`src/rtl/i2c_pkg.sv`:
```
// Shared types and constants for the I2C register-access controller.
package i2c_pkg;

    typedef enum logic [3:0] {
        IDLE,
        START,
        TX_BIT,
        RX_ACK,
        RESTART,
        RX_BIT,
        TX_NACK,
        STOP,
        RESP
    } state_e;

    localparam logic I2C_WRITE = 1'b0;
    localparam logic I2C_READ  = 1'b1;

    localparam logic [1:0] Q0 = 2'd0;
    localparam logic [1:0] Q1 = 2'd1;
    localparam logic [1:0] Q2 = 2'd2;
    localparam logic [1:0] Q3 = 2'd3;

endpackage

```
`src/rtl/i2c_quarter_timer.sv`:
```
// Quarter-bit timebase: pulses q_tick at the end of each quarter and tracks
// the quarter phase within a bit cell. hold freezes the end of a quarter
// while the bus clock is being stretched.
module i2c_quarter_timer #(
    parameter int unsigned CLK_DIV = 4
) (
    input  logic       clk,
    input  logic       rst_n,
    input  logic       enable,
    input  logic       hold,
    output logic       q_tick,
    output logic [1:0] phase
);
    import i2c_pkg::*;

    localparam logic [7:0] LAST = 8'(CLK_DIV - 1);

    logic [7:0] cnt_q, cnt_d;
    logic [1:0] phase_q, phase_d;

    // Count clocks within a quarter; the terminal count waits out any stretch.
    always_comb begin
        cnt_d   = cnt_q;
        phase_d = phase_q;
        q_tick  = 1'b0;
        if (!enable) begin
            cnt_d   = '0;
            phase_d = Q0;
        end else if (cnt_q == LAST) begin
            if (!hold) begin
                q_tick  = 1'b1;
                cnt_d   = '0;
                phase_d = phase_q + 2'd1;
            end
        end else begin
            cnt_d = cnt_q + 8'd1;
        end
    end

    // Timer state registers.
    always_ff @(posedge clk or negedge rst_n) begin
        if (!rst_n) begin
            cnt_q   <= '0;
            phase_q <= Q0;
        end else begin
            cnt_q   <= cnt_d;
            phase_q <= phase_d;
        end
    end

    assign phase = phase_q;

endmodule

```
`src/rtl/i2c_master.sv`:
```
// Single-register I2C controller: turns one write/read command into a full
// bus transaction on open-drain SCL/SDA and returns a one-cycle response.
module i2c_master #(
    parameter int unsigned CLK_DIV = 4
) (
    input  logic       clk,
    input  logic       rst_n,
    input  logic       cmd_valid,
    output logic       cmd_ready,
    input  logic       cmd_rw,
    input  logic [6:0] cmd_addr,
    input  logic [7:0] cmd_reg,
    input  logic [7:0] cmd_wdata,
    output logic       rsp_valid,
    output logic [7:0] rsp_rdata,
    output logic       rsp_nack,
    output logic       scl_oe,
    output logic       sda_oe,
    input  logic       scl_in,
    input  logic       sda_in
);
    import i2c_pkg::*;

    state_e     state_q, state_d;
    logic       rw_q, rw_d;
    logic [6:0] addr_q, addr_d;
    logic [7:0] reg_q, reg_d;
    logic [7:0] wdata_q, wdata_d;
    logic [7:0] shreg_q, shreg_d;
    logic [2:0] bit_cnt_q, bit_cnt_d;
    logic [1:0] byte_idx_q, byte_idx_d;
    logic       nack_q, nack_d;
    logic       smp_q, smp_d;
    logic [7:0] rdata_q, rdata_d;
    logic       rsp_nack_q, rsp_nack_d;
    logic [1:0] scl_sync_q, sda_sync_q;

    logic       timer_en, hold, q_tick, accept, q_end;
    logic [1:0] phase;

    assign cmd_ready = (state_q == IDLE) || (state_q == RESP);
    assign rsp_valid = (state_q == RESP);
    assign rsp_rdata = rdata_q;
    assign rsp_nack  = rsp_nack_q;
    assign accept    = cmd_valid && cmd_ready;
    assign timer_en  = (state_q != IDLE) && (state_q != RESP);
    assign hold      = ~scl_oe & ~scl_sync_q[1];
    assign q_end     = q_tick && (phase == Q3);

    i2c_quarter_timer #(.CLK_DIV(CLK_DIV)) u_timer (
        .clk    (clk),
        .rst_n  (rst_n),
        .enable (timer_en),
        .hold   (hold),
        .q_tick (q_tick),
        .phase  (phase)
    );

    // Double-flop pad synchronizers; idle bus level is high.
    always_ff @(posedge clk or negedge rst_n) begin
        if (!rst_n) begin
            scl_sync_q <= '1;
            sda_sync_q <= '1;
        end else begin
            scl_sync_q <= {scl_sync_q[0], scl_in};
            sda_sync_q <= {sda_sync_q[0], sda_in};
        end
    end

    // Next-state and datapath updates; every state advances on the last quarter.
    always_comb begin
        state_d    = state_q;
        rw_d       = rw_q;
        addr_d     = addr_q;
        reg_d      = reg_q;
        wdata_d    = wdata_q;
        shreg_d    = shreg_q;
        bit_cnt_d  = bit_cnt_q;
        byte_idx_d = byte_idx_q;
        nack_d     = nack_q;
        smp_d      = smp_q;
        rdata_d    = rdata_q;
        rsp_nack_d = rsp_nack_q;
        if (q_tick && (phase == Q2)) begin
            smp_d = sda_sync_q[1];
        end
        case (state_q)
            IDLE, RESP: begin
                state_d = IDLE;
                if (accept) begin
                    rw_d       = cmd_rw;
                    addr_d     = cmd_addr;
                    reg_d      = cmd_reg;
                    wdata_d    = cmd_wdata;
                    shreg_d    = {cmd_addr, I2C_WRITE};
                    bit_cnt_d  = '0;
                    byte_idx_d = '0;
                    nack_d     = 1'b0;
                    state_d    = START;
                end
            end
            START, RESTART: begin
                if (q_end) state_d = TX_BIT;
            end
            TX_BIT: begin
                if (q_end) begin
                    shreg_d   = {shreg_q[6:0], 1'b0};
                    bit_cnt_d = bit_cnt_q + 3'd1;
                    if (bit_cnt_q == 3'd7) state_d = RX_ACK;
                end
            end
            RX_ACK: begin
                if (q_end) begin
                    if (smp_q) begin
                        nack_d  = 1'b1;
                        state_d = STOP;
                    end else begin
                        case (byte_idx_q)
                            2'd0: begin
                                byte_idx_d = 2'd1;
                                shreg_d    = reg_q;
                                state_d    = TX_BIT;
                            end
                            2'd1: begin
                                byte_idx_d = 2'd2;
                                if (rw_q == I2C_READ) begin
                                    shreg_d = {addr_q, I2C_READ};
                                    state_d = RESTART;
                                end else begin
                                    shreg_d = wdata_q;
                                    state_d = TX_BIT;
                                end
                            end
                            default: state_d = (rw_q == I2C_READ) ? RX_BIT : STOP;
                        endcase
                    end
                end
            end
            RX_BIT: begin
                if (q_end) begin
                    shreg_d   = {shreg_q[6:0], smp_q};
                    bit_cnt_d = bit_cnt_q + 3'd1;
                    if (bit_cnt_q == 3'd7) state_d = TX_NACK;
                end
            end
            TX_NACK: begin
                if (q_end) state_d = STOP;
            end
            STOP: begin
                if (q_end) begin
                    rdata_d    = ((rw_q == I2C_READ) && !nack_q) ? shreg_q : '0;
                    rsp_nack_d = nack_q;
                    state_d    = RESP;
                end
            end
            default: state_d = IDLE;
        endcase
    end

    // Pad drive from state and quarter phase; async reset releases both lines.
    always_comb begin
        scl_oe = 1'b0;
        sda_oe = 1'b0;
        case (state_q)
            START: sda_oe = phase[1];
            TX_BIT: begin
                scl_oe = ~phase[1];
                sda_oe = ~shreg_q[7];
            end
            RX_ACK, RX_BIT, TX_NACK: scl_oe = ~phase[1];
            RESTART: begin
                scl_oe = (phase == Q0);
                sda_oe = phase[1];
            end
            STOP: begin
                scl_oe = (phase == Q0);
                sda_oe = ~phase[1];
            end
            default: ;
        endcase
    end

    // Controller state registers.
    always_ff @(posedge clk or negedge rst_n) begin
        if (!rst_n) begin
            state_q    <= IDLE;
            rw_q       <= I2C_WRITE;
            addr_q     <= '0;
            reg_q      <= '0;
            wdata_q    <= '0;
            shreg_q    <= '0;
            bit_cnt_q  <= '0;
            byte_idx_q <= '0;
            nack_q     <= 1'b0;
            smp_q      <= 1'b1;
            rdata_q    <= '0;
            rsp_nack_q <= 1'b0;
        end else begin
            state_q    <= state_d;
            rw_q       <= rw_d;
            addr_q     <= addr_d;
            reg_q      <= reg_d;
            wdata_q    <= wdata_d;
            shreg_q    <= shreg_d;
            bit_cnt_q  <= bit_cnt_d;
            byte_idx_q <= byte_idx_d;
            nack_q     <= nack_d;
            smp_q      <= smp_d;
            rdata_q    <= rdata_d;
            rsp_nack_q <= rsp_nack_d;
        end
    end

endmodule
```
`config.mk`:
```
export PLATFORM = sky130hd
export DESIGN_NAME = i2c_master
export DESIGN_NICKNAME = d
export VERILOG_FILES = /design/src/rtl/i2c_pkg.sv /design/src/rtl/i2c_quarter_timer.sv /design/src/rtl/i2c_master.sv
export SDC_FILE = /design/constraint.sdc
export NUM_CORES = 1
export LEC_CHECK = 0
export ABC_CLOCK_PERIOD_IN_PS = 6000
export BUFFER_PORTS_ARGS = -buffer_cell sky130_fd_sc_hd__buf_4
export CORE_ASPECT_RATIO = 1.4
export CORE_UTILIZATION = 50
export CTS_CLUSTER_SIZE = 8
export DETAILED_ROUTE_END_ITERATION = 10
export GPL_ROUTABILITY_DRIVEN = 0
export PLACE_DENSITY = 0.7
export SLEW_MARGIN = 20
export SYNTH_ARGS = -nofsm -noshare
export SYNTH_HDL_FRONTEND = slang
export SYNTH_SLANG_ARGS = --single-unit
export TNS_END_PERCENT = 1
```
`constraint.sdc`:
```
create_clock -name clk -period 6 [get_ports clk]
set_clock_uncertainty 0.05 [all_clocks]
set_input_delay 0.3 -clock clk [delete_from_list [all_inputs] [get_ports clk]]
set_output_delay 0.3 -clock clk [all_outputs]
set_load 0.02 [all_outputs]
```
**Yosys cells after proc, flatten, opt, wreduce, memory -nomap -nowiden**

Cells that the tools add are included.

- Mux-type cells: 46
- Bitwise logic cells: 5
- Reductions and logical operators: 27
- Equal/unequal tests: 30
- Add/subtract/negate cells: 3

Operator list:

| operator | number |
|---|---|
| $mux W8 | 10 |
| $mux W4 | 8 |
| $pmux W8 S4 | 1 |
| $pmux W4 S7 | 1 |
| $ne A2 B2 Y1 const B | 12 |
| $eq A4 B3 Y1 const B | 4 |
| $pmux W8 S2 | 1 |
| $mux W2 | 7 |
| $mux W3 | 4 |
| $pmux W3 S2 | 2 |
| $add A8 B1 Y8 const B | 1 |
| $eq A4 B2 Y1 const B | 2 |
| $eq A8 B2 Y1 const B | 1 |
| $pmux W2 S2 | 2 |
| $reduce_and A8 Y1 | 1 |
| $reduce_bool A4 Y1 | 2 |
| $reduce_or A2 Y1 | 4 |
| $mux W1 | 7 |
| $reduce_and A7 Y1 | 1 |
| $reduce_and A2 Y1 | 3 |
| $logic_and A1 B1 Y1 | 5 |
| $reduce_and A5 Y1 | 1 |
| $eq A2 B2 Y1 const B | 2 |
| $eq A4 B1 Y1 const B | 1 |
| other kinds (21) | 28 |

- Output and inout bits: 13
- Flip-flop bits (word level): 66
- Logic and storage cells: 127

**Depth between registers and ports, before layout**

- Depth after elaboration: 11
- Gate-level depth with buffers: 9
- Mapped depth without buffers: 8

**By module**

From an unflattened synthesis, not the netlist that was laid out.

- Cells, all modules: 337
- Area total of the unflattened synthesis: 3507.1 um^2

Modules (own cells, without submodules):

| module | cells each | seq. area each (um^2) | times used | area each (um^2) |
|---|---|---|---|---|
| i2c_master | 282 | 1407.6 | 1 | 2984.1 |
| i2c_quarter_timer | 55 | 250.2 | 1 | 523.0 |

**Worst setup path before layout**

Ideal clock, no wire load.

- Kind: register to register
- From: reg u_timer.cnt_q[0]
- To: reg state_q[0]
- Data arrival time: 1.979 ns
- Period minus slack after synthesis: 2.153 ns
- Data required time: 5.825 ns
- Library setup time: 0.125 ns
- Setup slack: 3.847 ns
- Stages on the path, launching flop included: 7
- Buffers on the path: 0
- Path through: dfrtp_1 ha_1 or4b_4 nor2_1 o31ai_2 a22oi_2 mux2_2

- Word-level cells in the longest chain between the ends: 6
- Elaborated cells between the ends (all ways): 11
- Those cells by class: 7 x eq/ne; 2 x mux; 2 x reduce/logical

Ends and longest elaborated chain:

| element | line | RTL |
|---|---|---|
| start, declared | i2c_quarter_timer.sv:18 | `logic [7:0] cnt_q, cnt_d;` |
| start signal, assigned | i2c_quarter_timer.sv:46 | `cnt_q <= cnt_d;` |
| $eq A8 B2 Y1 * | i2c_quarter_timer.sv:29 | `end else if (cnt_q == LAST) begin` |
| $mux W1 * | i2c_quarter_timer.sv:29 |  |
| $mux W1 * | i2c_quarter_timer.sv:26 | `if (!enable) begin` |
| $logic_and A1 B1 Y1 * | i2c_master.sv:48 | `assign q_end = q_tick && (phase == Q3);` |
| $ne A2 B2 Y1 (no source line) / $ne A2 B1 Y1 (equally long branches) | n/a |  |
| $reduce_and A8 Y1 (no source line) * | n/a |  |
| end signal, assigned | i2c_master.sv:199 | `state_q <= state_d;` |
| end, declared | i2c_master.sv:24 | `state_e state_q, state_d;` |

Every way passes the cells marked *; elsewhere a longest branch is shown, timed or not.
A chain may end at the register's enable or synchronous reset.

**Worst setup path after layout**

- From: reg u_timer.phase_q[1], in the netlist u_timer.phase[1]
- To: out scl_oe

- Word-level cells in the longest chain between the ends: 2
- Elaborated cells between the ends (all ways): 3
- Those cells by class: 1 x mux; 1 x bitwise; 1 x reduce/logical

Ends and longest elaborated chain:

| element | line | RTL |
|---|---|---|
| start, declared | i2c_quarter_timer.sv:19 | `logic [1:0] phase_q, phase_d;` |
| start signal, assigned | i2c_quarter_timer.sv:47 | `phase_q <= phase_d;` |
| $logic_not A2 Y1 / $not A1 Y1 (equally long branches) | n/a |  |
| $pmux W1 S2 * | i2c_master.sv:164 | `case (state_q)` |
| end, declared | i2c_master.sv:17 | `output logic scl_oe,` |

Marks and branches as above.

==> impl_metrics.py <==
metrics = {
    "run_status": {
        "outcome": "complete, but fails checks",
        "violations": "hold timing",
    },
    "floorplanning": {
        "die_w_um": 72.02,
        "io-pin-count": 42,
        "initial_core_util": 0.5190,
        "die_area_mm2": 0.007204,
        "die_height_um": 100.0,
        "core_mm2": 0.006613,
        "rows": 35,
    },
    "clocking": {
        "cts_buffers": 9,
        "path_clk_slew_ns": 0.08,
        "cts_setup_buffers": 0,
        "cts_tree": "built",
        "cts.sinks": 66,
        "clock_path_buffers": 2,
        "h-tree-depth": 3,
        "clkLatencyLatePin_ns": 0.36,
        "cts_root_buffer": "clkbuf_8",
    },
    "synthesis": {
        "syn_inst": 377,
        "synth_warnings": 0,
        "syn_avg_cell_area_um2": 9.104,
        "synth-seq-cells": 66,
        "yosysTopAreaCellShare": 0.4448,
        "yosys-top-cells-count": "nand2_1 (107), dfrtp_1 (61), nor2_1 (28)",
        "synthFlopType": "dfrtp_1",
        "async_flop_share": 1.000,
        "yosysTopAreaCell": "dfrtp_1",
        "yosysMostFrequentCell": "nand2_1",
        "yosys-top-cells-area": "dfrtp_1 (44%), nand2_1 (12%), mux2i_1 (5.5%)",
        "synth_area_mm2": 0.003432,
        "synth_edf_count": 0,
        "yosysUniqueCellTypes": 62,
        "syn_nets": 412,
        "synth-seq-area-share": 0.4830,
    },
    "placed_design": {
        "io_buffers": 41,
        "dp.cells": 493,
        "hpwlAfterDp_um": 4974,
        "placed_cell_area_mm2": 0.003772,
    },
    "sta": {
        "final-setup-viol-count": 0,
        "timing.hold.ws_ns": -0.03195,
        "fin_crit_sh": 0.4428,
        "timing.fmax_mhz": 376.4,
        "rsz0062_at_grt": "no",
        "max-slew-margin-rel": 0.2732,
        "timing.setup.tns_ns": 0,
        "slew_violations": 0,
        "layout_min_cycle_time_ns": 2.657,
        "hold_violations": 10,
        "worstMarginPinSlew_ns": 1.088,
    },
    "drt": {
        "routed_wl_um": 7243,
        "drt-vias-per-instance": 5.320,
        "ant_nets": 0,
        "first_iter_violations": 227,
        "vias": 2713,
        "drt_pass1_iterations": 4,
        "route.detailed.drc": 0,
        "drt-wirelength-per-cell_um": 14.20,
    },
    "final_layout": {
        "antenna_cells": 0,
        "area_growth_pct": 16.81,
        "final_nets": 449,
        "design_area_mm2": 0.004009,
        "drive_above_1_share": 0.1866,
        "final_cells": 510,
    },
    "critical_path": {
        "path_cells": "inv_1 > ha_1 > and2_1 > o21ba_2 > o21ai_1 > inv_1 > buf_4",
        "cp.required_ns": 5.65,
        "critical_path_class": "reg -> out",
        "crit_slowest_cell": "dfrtp_1",
        "slowest_delay_ns": 0.50,
        "cp_max_fo": 8,
        "crit_path_frequent_cell": "inv_1",
        "r2r_slack_ns": 3.38,
        "r2r_cells": 4,
        "cp.arrival_ns": 2.31,
        "crit_path_start_kind": "flip-flop",
        "cp-end-kind": "output port",
    },
    "power": {
        "ir_drop_uv": 235.7,
        "power.density_mw_per_mm2": 341.1,
        "power_leakage_nw": 1.893,
        "total_power_mw": 1.367,
    },
    "global_route": {
        "track_usage": 0.2278,
        "grt_max_degree": 67,
        "antenna_found_initial": 0,
        "grt_pass1_wl_um": 12630,
        "first_global_vias": 2759,
        "gr-total-overflow": 0,
    },
    "hold_path": {
        "hold_path.class": "in -> async",
    },
    "job": {
        "cap_violations": 0,
    },
}
==> path summary, 6_finish.rpt <==
path                                    end              from
max                                  scl_oe  u_timer.phase[1]
min                        u_timer.cnt_q[7]             rst_n
max reg2reg                        reg_q[1]        state_q[0]
min reg2reg                   sda_sync_q[1]     sda_sync_q[0]
max in group asynchronous        wdata_q[7]             rst_n
min in group clk                   reg_q[4]        cmd_reg[4]
==> report_power, final <==
part / total [mW] / switching [mW] / internal (mW)
Sequential: 0.637 / 0.0903 / 0.546
Combinational: 0.313 / 0.181 / 0.132
Clock: 0.418 / 0.176 / 0.242
Total: 1.37 / 0.447 / 0.920
==> cells by family (layout without fill, tap and decap cells) <==
| kind of cell | Yosys count | in the layout | synth area share |
|---|---|---|---|
| muxes | 24 | 24 | 0.07291 |
| xor gates and xnor gates | 6 | 6 | 0.01531 |
| buffers and inverters | 38 | 79 | 0.04776 |
| adders and majority gates | 6 | 6 | 0.02187 |
| and+or+nand+nor | 167 | 167 | 0.2096 |
| DFF | 66 | 66 | 0.4830 |
| AOI/OAI and AO/OA | 70 | 70 | 0.1495 |
==> cells in the final DEF (no fill, tap or decap), types with 2 or more instances in the layout <==
master / n
dfrtp_1: 61
xnor2_1: 3
inv_1: 19
nor2b_1: 4
nand2_1: 107
or2_2: 2
o211ai_1: 2
o21bai_1: 2
ha_1: 6
nor2_1: 28
a21oi_1: 15
nand3_1: 3
xor2_1: 3
and2_1: 2
o21ai_1: 4
o21ai_0: 9
dfstp_2: 5
dlygate4sd3_1: 2
nand4_1: 4
a32oi_1: 8
nor3_1: 3
clkinv_2: 4
mux2_2: 3
clkbuf_8: 10
mux2i_1: 19
nand2b_1: 3
buf_4: 41
and3_1: 3
bufinv_16: 2
a211oi_1: 9
==> state kept, by name (all words and copies together) (netlist names), 3 cells and up <==
signal	flops
shreg_q	8
wdata_q	8
addr_q	7
u_timer.cnt_q	8
bit_cnt_q	3
rsp_rdata	8
state_q	4
reg_q	8
==> worst max-delay path: cells and delay by family, from the launching register on <==
kind	cells	cell delay (ns)
AO/OA/AOI/OAI	2	0.59
buffers and inverters	3	0.48
flip-flops	1	0.50
adder cells (fa/ha/maj)	1	0.22
AND/OR/NAND/NOR	1	0.17
==> per-layer routing <==
| metal | share of wire | GRT usage | up-vias |
|---|---|---|---|
| li1 | - | - | 1351 |
| met1 | 0.46 | 0.2961 | 1286 |
| met2 | 0.48 | 0.3541 | 62 |
| met3 | 0.038 | 0.05321 | 14 |
| met4 | 0.023 | 0.1176 | 0 |
| met5 | 0 | 0 | - |
==> cell type report <==
class / count / area [um2]
Multi-Input combinational cell: 273 / 1610
Timing Repair Buffer: 43 / 327.8
Inverter: 21 / 81.33
Sequential cell: 66 / 1658
Fill cell: 589 / 2604
Clock inverter: 5 / 78.83
Clock buffer: 10 / 137.6
Tap cell: 92 / 115.1
==> stage by stage <==
step	utilization	setup slack (ns)
final	0.6062	3.343
after CTS	0.6062	3.359
after detailed placement	0.5705	3.372
after global placement	0.5705	3.403
after floorplan	-	3.847
after global routing	0.6062	3.169
==> timing repair <==
| action | 4_1_cts | 5_1_grt |
|---|---|---|
| hold buffers | 2 | 0 |
| gates resized for setup | 0 | 0 |
| setup endpoints to repair | 0 | 0 |
| hold endpoints to repair | 2 | 0 |
No activity file was read; power rests on OpenSTA's default activity.
